$ cat src/rtl/muldiv_unit.sv
// Iterative RV32M/RV64M multiply/divide unit: shift-add multiply and restoring divide,
// one bit per cycle, with a start/busy/done handshake toward the execute stage.
module muldiv_unit #(
  parameter int unsigned XLEN = 32
) (
  input  logic            clk,
  input  logic            reset_n,
  input  logic            start,
  input  logic [2:0]      funct3,
  input  logic [XLEN-1:0] srca,
  input  logic [XLEN-1:0] srcb,
  input  logic            flush,
  output logic            busy,
  output logic            done,
  output logic [XLEN-1:0] result
);

  localparam int unsigned CW = $clog2(XLEN) + 1;
  localparam int unsigned AW = 2 * XLEN;

  typedef enum logic [1:0] {S_IDLE, S_CALC, S_DONE} state_t;

  state_t          state_q, state_d;
  logic [2:0]      op_q;
  logic [XLEN-1:0] opnd_q;
  logic [AW-1:0]   acc_q;
  logic [CW-1:0]   cnt_q;
  logic            neg_q;
  logic            special_q;
  logic [XLEN-1:0] spec_res_q;
  logic            busy_q, done_q;
  logic [XLEN-1:0] result_q;

  logic            accept_c, finish_c;
  logic            a_signed_c, b_signed_c, a_neg_c, b_neg_c, neg_c;
  logic [XLEN-1:0] mag_a_c, mag_b_c;
  logic            div_zero_c, div_ovf_c, special_c;
  logic [XLEN-1:0] spec_res_c;

  assign accept_c = start && (state_q != S_CALC) && !flush;

  // Operand decode: signedness, magnitudes, final negate flag, divide corner cases
  always_comb begin
    a_signed_c = (funct3 == 3'b001) || (funct3 == 3'b010) ||
                 (funct3 == 3'b100) || (funct3 == 3'b110);
    b_signed_c = (funct3 == 3'b001) || (funct3 == 3'b100) || (funct3 == 3'b110);
    a_neg_c    = a_signed_c && srca[XLEN-1];
    b_neg_c    = b_signed_c && srcb[XLEN-1];
    mag_a_c    = a_neg_c ? -srca : srca;
    mag_b_c    = b_neg_c ? -srcb : srcb;
    neg_c      = (funct3 == 3'b110) ? a_neg_c : (a_neg_c ^ b_neg_c);
    div_zero_c = funct3[2] && (srcb == '0);
    div_ovf_c  = funct3[2] && !funct3[0] && (srca == {1'b1, {(XLEN-1){1'b0}}}) &&
                 (srcb == '1);
    special_c  = div_zero_c || div_ovf_c;
    spec_res_c = '0;
    if (div_zero_c) begin
      spec_res_c = funct3[1] ? srca : '1;
    end else if (div_ovf_c) begin
      spec_res_c = funct3[1] ? '0 : srca;
    end
  end

  // One iteration step for each algorithm and the sign-corrected final result
  logic [XLEN:0]   mul_sum_c, div_shift_c, div_diff_c;
  logic            div_ge_c;
  logic [AW-1:0]   step_c, prod_fix_c;
  logic [XLEN-1:0] div_raw_c, final_c;

  always_comb begin
    mul_sum_c   = {1'b0, acc_q[AW-1:XLEN]} + (acc_q[0] ? {1'b0, opnd_q} : '0);
    div_shift_c = acc_q[AW-2:XLEN-1];
    div_diff_c  = div_shift_c - {1'b0, opnd_q};
    div_ge_c    = !div_diff_c[XLEN];
    if (op_q[2]) begin
      step_c = {(div_ge_c ? div_diff_c[XLEN-1:0] : div_shift_c[XLEN-1:0]),
                acc_q[XLEN-2:0], div_ge_c};
    end else begin
      step_c = {mul_sum_c, acc_q[XLEN-1:1]};
    end
    prod_fix_c = neg_q ? -acc_q : acc_q;
    div_raw_c  = op_q[1] ? acc_q[AW-1:XLEN] : acc_q[XLEN-1:0];
    if (op_q[2]) begin
      final_c = neg_q ? -div_raw_c : div_raw_c;
    end else if (op_q[1:0] == 2'b00) begin
      final_c = prod_fix_c[XLEN-1:0];
    end else begin
      final_c = prod_fix_c[AW-1:XLEN];
    end
  end

  assign finish_c = special_q || (cnt_q == CW'(XLEN));

  always_ff @(posedge clk or negedge reset_n) begin
    if (!reset_n) state_q <= S_IDLE;
    else          state_q <= state_d;
  end

  always_comb begin
    state_d = state_q;
    case (state_q)
      S_IDLE:  if (accept_c) state_d = S_CALC;
      S_CALC:  if (finish_c) state_d = S_DONE;
      S_DONE:  state_d = accept_c ? S_CALC : S_IDLE;
      default: state_d = S_IDLE;
    endcase
    if (flush) state_d = S_IDLE;
  end

  // Datapath: latch on accept, iterate in CALC, register result on entry to DONE
  always_ff @(posedge clk or negedge reset_n) begin
    if (!reset_n) begin
      op_q       <= '0;
      opnd_q     <= '0;
      acc_q      <= '0;
      cnt_q      <= '0;
      neg_q      <= 1'b0;
      special_q  <= 1'b0;
      spec_res_q <= '0;
      busy_q     <= 1'b0;
      done_q     <= 1'b0;
      result_q   <= '0;
    end else begin
      busy_q <= (state_d == S_CALC);
      done_q <= (state_d == S_DONE);
      if (accept_c) begin
        op_q       <= funct3;
        opnd_q     <= funct3[2] ? mag_b_c : mag_a_c;
        acc_q      <= {{XLEN{1'b0}}, (funct3[2] ? mag_a_c : mag_b_c)};
        cnt_q      <= '0;
        neg_q      <= neg_c;
        special_q  <= special_c;
        spec_res_q <= spec_res_c;
      end else if (state_q == S_CALC && !flush) begin
        if (finish_c) begin
          result_q <= special_q ? spec_res_q : final_c;
        end else begin
          acc_q <= step_c;
          cnt_q <= cnt_q + CW'(1);
        end
      end
    end
  end

  assign busy   = busy_q;
  assign done   = done_q;
  assign result = result_q;

endmodule
$ cat config.mk
export PLATFORM = sky130hd
export DESIGN_NAME = muldiv_unit
export DESIGN_NICKNAME = d
export VERILOG_FILES = /design/src/rtl/muldiv_unit.sv
export SDC_FILE = /design/constraint.sdc
export NUM_CORES = 1
export LEC_CHECK = 0
export CORE_AREA = 2 2 222 224
export DETAILED_ROUTE_END_ITERATION = 10
export DIE_AREA = 0 0 224 226
export DONT_BUFFER_PORTS = 1
export GPL_TIMING_DRIVEN = 0
export PLACE_DENSITY = 0.55
export SETUP_SLACK_MARGIN = 0.1
export SYNTH_ARGS = -nofsm -noshare
export SYNTH_HDL_FRONTEND = slang
export SYNTH_SLANG_ARGS = --single-unit
$ cat constraint.sdc
create_clock -name clk -period 5 [get_ports clk]
set_input_delay 1 -clock clk [delete_from_list [all_inputs] [get_ports clk]]
set_output_delay 1 -clock clk [all_outputs]
set_load 0.02 [all_outputs]
==> qor.csv <==
metric,value,unit
CP Data Arrival Time,5.13,ns
"CTS clk-pin slew, worst paths",0.07,ns
ys flop type,dfrtp_1,
sequential-to-total area share from yosys stat,0.261,
worst min-delay path class,in -> async,
layout cells sized above 1,0.0374,
dpl cell area,17600,um2
pin count of the biggest net entering global routing,176,
FMAX,210,MHz
hold violation total from the final report,0,
grt total ovfl,0,
WP data required,5.36,ns
"setup slack, reg-to-reg",0.23,ns
Syn Std Cell Area,16800,um2
Yosys cell types,77,
initial antenna violation count,0,
root buf cell,clkbuf_16,
TritonCTS Buffers,17,
final core utilization,0.376,
Setup WS pre-CTS,-0.870,ns
Post-CTS Setup Bufs,0,
drt first-iter violations,1850,
htree depth,4,
IO Port Bufs,0,
Mapped Nets,2388,
Least-Margin Pin Slew,1.12,ns
core area,48300,um2
Slew Limit Fails,0,
CP Capture Type,flop,
Cells after Synth,2243,
Routed WL,76800,um
clk buf depth,2,
Diodes inserted,0,
Post-DRT Antenna Nets,0,
fin nets,2407,
worst skew pair latency,0.47,ns
DRC Markers,0,
final instance area,18200,um2
Clock Skews,0.00761,ns
origin of the critical flop-to-flop path,op_q[1]$_DFFE_PN0P_,
"EDFF count, synth",0,
first drt pass iteration count,6,
Layout area overhead,8.38,%
Die Wd,224,um
"Setup violations, final",0,
Setup TNS,0,ns
Yosys reg bits,175,
Initial Utilization,0.347,
Final Critical Period,4.77,ns
CTS Hold Bufs,0,
outcome,finished clean,
Rows,81,
final worst path period share,0.953,
Clock Sinks,175,
IO Pins,105,
vias in the first global route,16700,
Reg2Reg Depth,15,
Routed WL per cell,26.5,um
Design Power,10.3,mW
worst rel slew slack,0.250,
die area,50600,um2
Power Density,565,nW/um2
HPWL Detailed,61200,um
Worst VDD drop,0.305,mV
syn avg cell area,7.48,um2
CP Launch Point,op_q[1]$_DFFE_PN0P_,
Setup WS post-layout,0.233,ns
Critical Path Fanout Max,10,
GRT Util Overall,0.301,
MaxCap Viol Count,0,
Critical Path Source Type,flop,
vias per cell,6.05,
die span in y,226,um
Vias,17500,
gpl congestion,0.965,
crit path kind,reg -> reg,
CTS tree,done,
ys async rst share,1.00,
RSZ-0062 raised after global routing,no,
first-pass GRT wire length,112000,um
Leakage,7.50,nW
total number of yosys warnings,0,
metal layers:
| metal | up-vias | track usage | share of wire |
|---|---|---|---|
| li1 | 8061 | - | - |
| met1 | 8566 | 0.408 | 0.44 |
| met2 | 751 | 0.470 | 0.44 |
| met3 | 155 | 0.0419 | 0.069 |
| met4 | 0 | 0.149 | 0.053 |
| met5 | - | 0 | 0 |
placed cells by master, fill, tap and decap left out, types with 34 or more instances in the layout:
cell	netlist	routed
a21o_1	34	34
a21oi_1	165	165
clkbuf_1	138	135
dfrtp_1	175	175
ha_1	72	72
inv_1	68	68
mux2i_1	87	87
nand2_1	239	239
nand3_1	39	39
nor2_1	241	241
nor3_1	64	64
o211ai_1	45	45
o21ai_0	263	262
o31ai_1	35	35
xnor2_1	104	104
xor2_1	99	99
kinds of logic after synthesis:
group                      Yosys count  share of synthesized area
xor gates and xnor gates           203                      0.106
adders and majority gates           74                     0.0561
muxes                               95                     0.0573
buffers and inverters              240                     0.0554
AOI/OAI and AO/OA                  697                      0.255
DFF                                175                      0.261
and+or+nand+nor                    759                      0.209
final cells by class:
class	instances	area, um2
fill	5054	30200
multi-input combinational	1828	11500
sequential	175	4380
tap	622	778
buffer	168	667
clock buffer	17	425
inverter	72	270
clock inverter	15	170
flip-flops by register name, indices dropped and copies added (netlist names):
signal,cells
opnd_q,32
op_q,3
busy,1
result,32
cnt_q,6
spec_res_q,32
state_q,2
neg_q,1
acc_q,64
done,1
special_q,1
cells in the mapped netlist, drive strengths merged, types with 34 or more instances:
cell / count / area [um2]
xnor2: 104 / 911
o211ai: 45 / 338
nand2: 239 / 897
o31ai: 37 / 297
o21ai: 267 / 1340
clkbuf: 138 / 518
a21oi: 165 / 826
a21o: 34 / 255
inv: 68 / 255
nor3: 64 / 320
nor2: 241 / 905
xor2: 99 / 867
mux2i: 87 / 871
dfrtp: 175 / 4380
nand3: 39 / 195
ha: 72 / 901
stage by stage:
step / cells / hold WS (ns)
6_report: 2897 / 0.222
5_1_grt: 2897 / 0.211
4_1_cts: 2897 / 0.205
3_5_place_dp: 2865 / 0.476
3_3_place_gp: 2865 / 0.472
2_1_floorplan: 2243 / 0.442
repair_timing:
item,CTS,global route
resized for setup,7,7
hold endpoints to repair,0,0
setup endpoints to repair,19,19
pin swaps,0,0
final timing paths:
kind,end
min in group clk,opnd_q[17]$_DFFE_PN0P_
worst max-delay path,result[26]$_DFFE_PN0P_
worst min-delay path,result[21]$_DFFE_PN0P_
worst max register to register,result[26]$_DFFE_PN0P_
worst min register to register,opnd_q[17]$_DFFE_PN0P_
max in group asynchronous,opnd_q[10]$_DFFE_PN0P_
worst max-delay path: stages, from the launching register on:
cell	delay [ns]
dfrtp_1	0.34
clkbuf_1	0.39
buf_2	0.36
buf_2	0.31
clkbuf_2	0.42
clkbuf_4	0.41
mux2i_1	0.22
ha_1	0.21
o21ai_0	0.37
nor4_4	0.48
nand4_1	0.27
o21ai_0	0.27
xnor2_1	0.22
nand2_1	0.12
o2111ai_1	0.17
nand2_1	0.08
report_power, final:
part / switching, mW / internal, mW
registers: 0.596 / 1.76
logic: 4.22 / 2.29
clock network: 0.683 / 0.714
(Power assumes the default switching activity.)
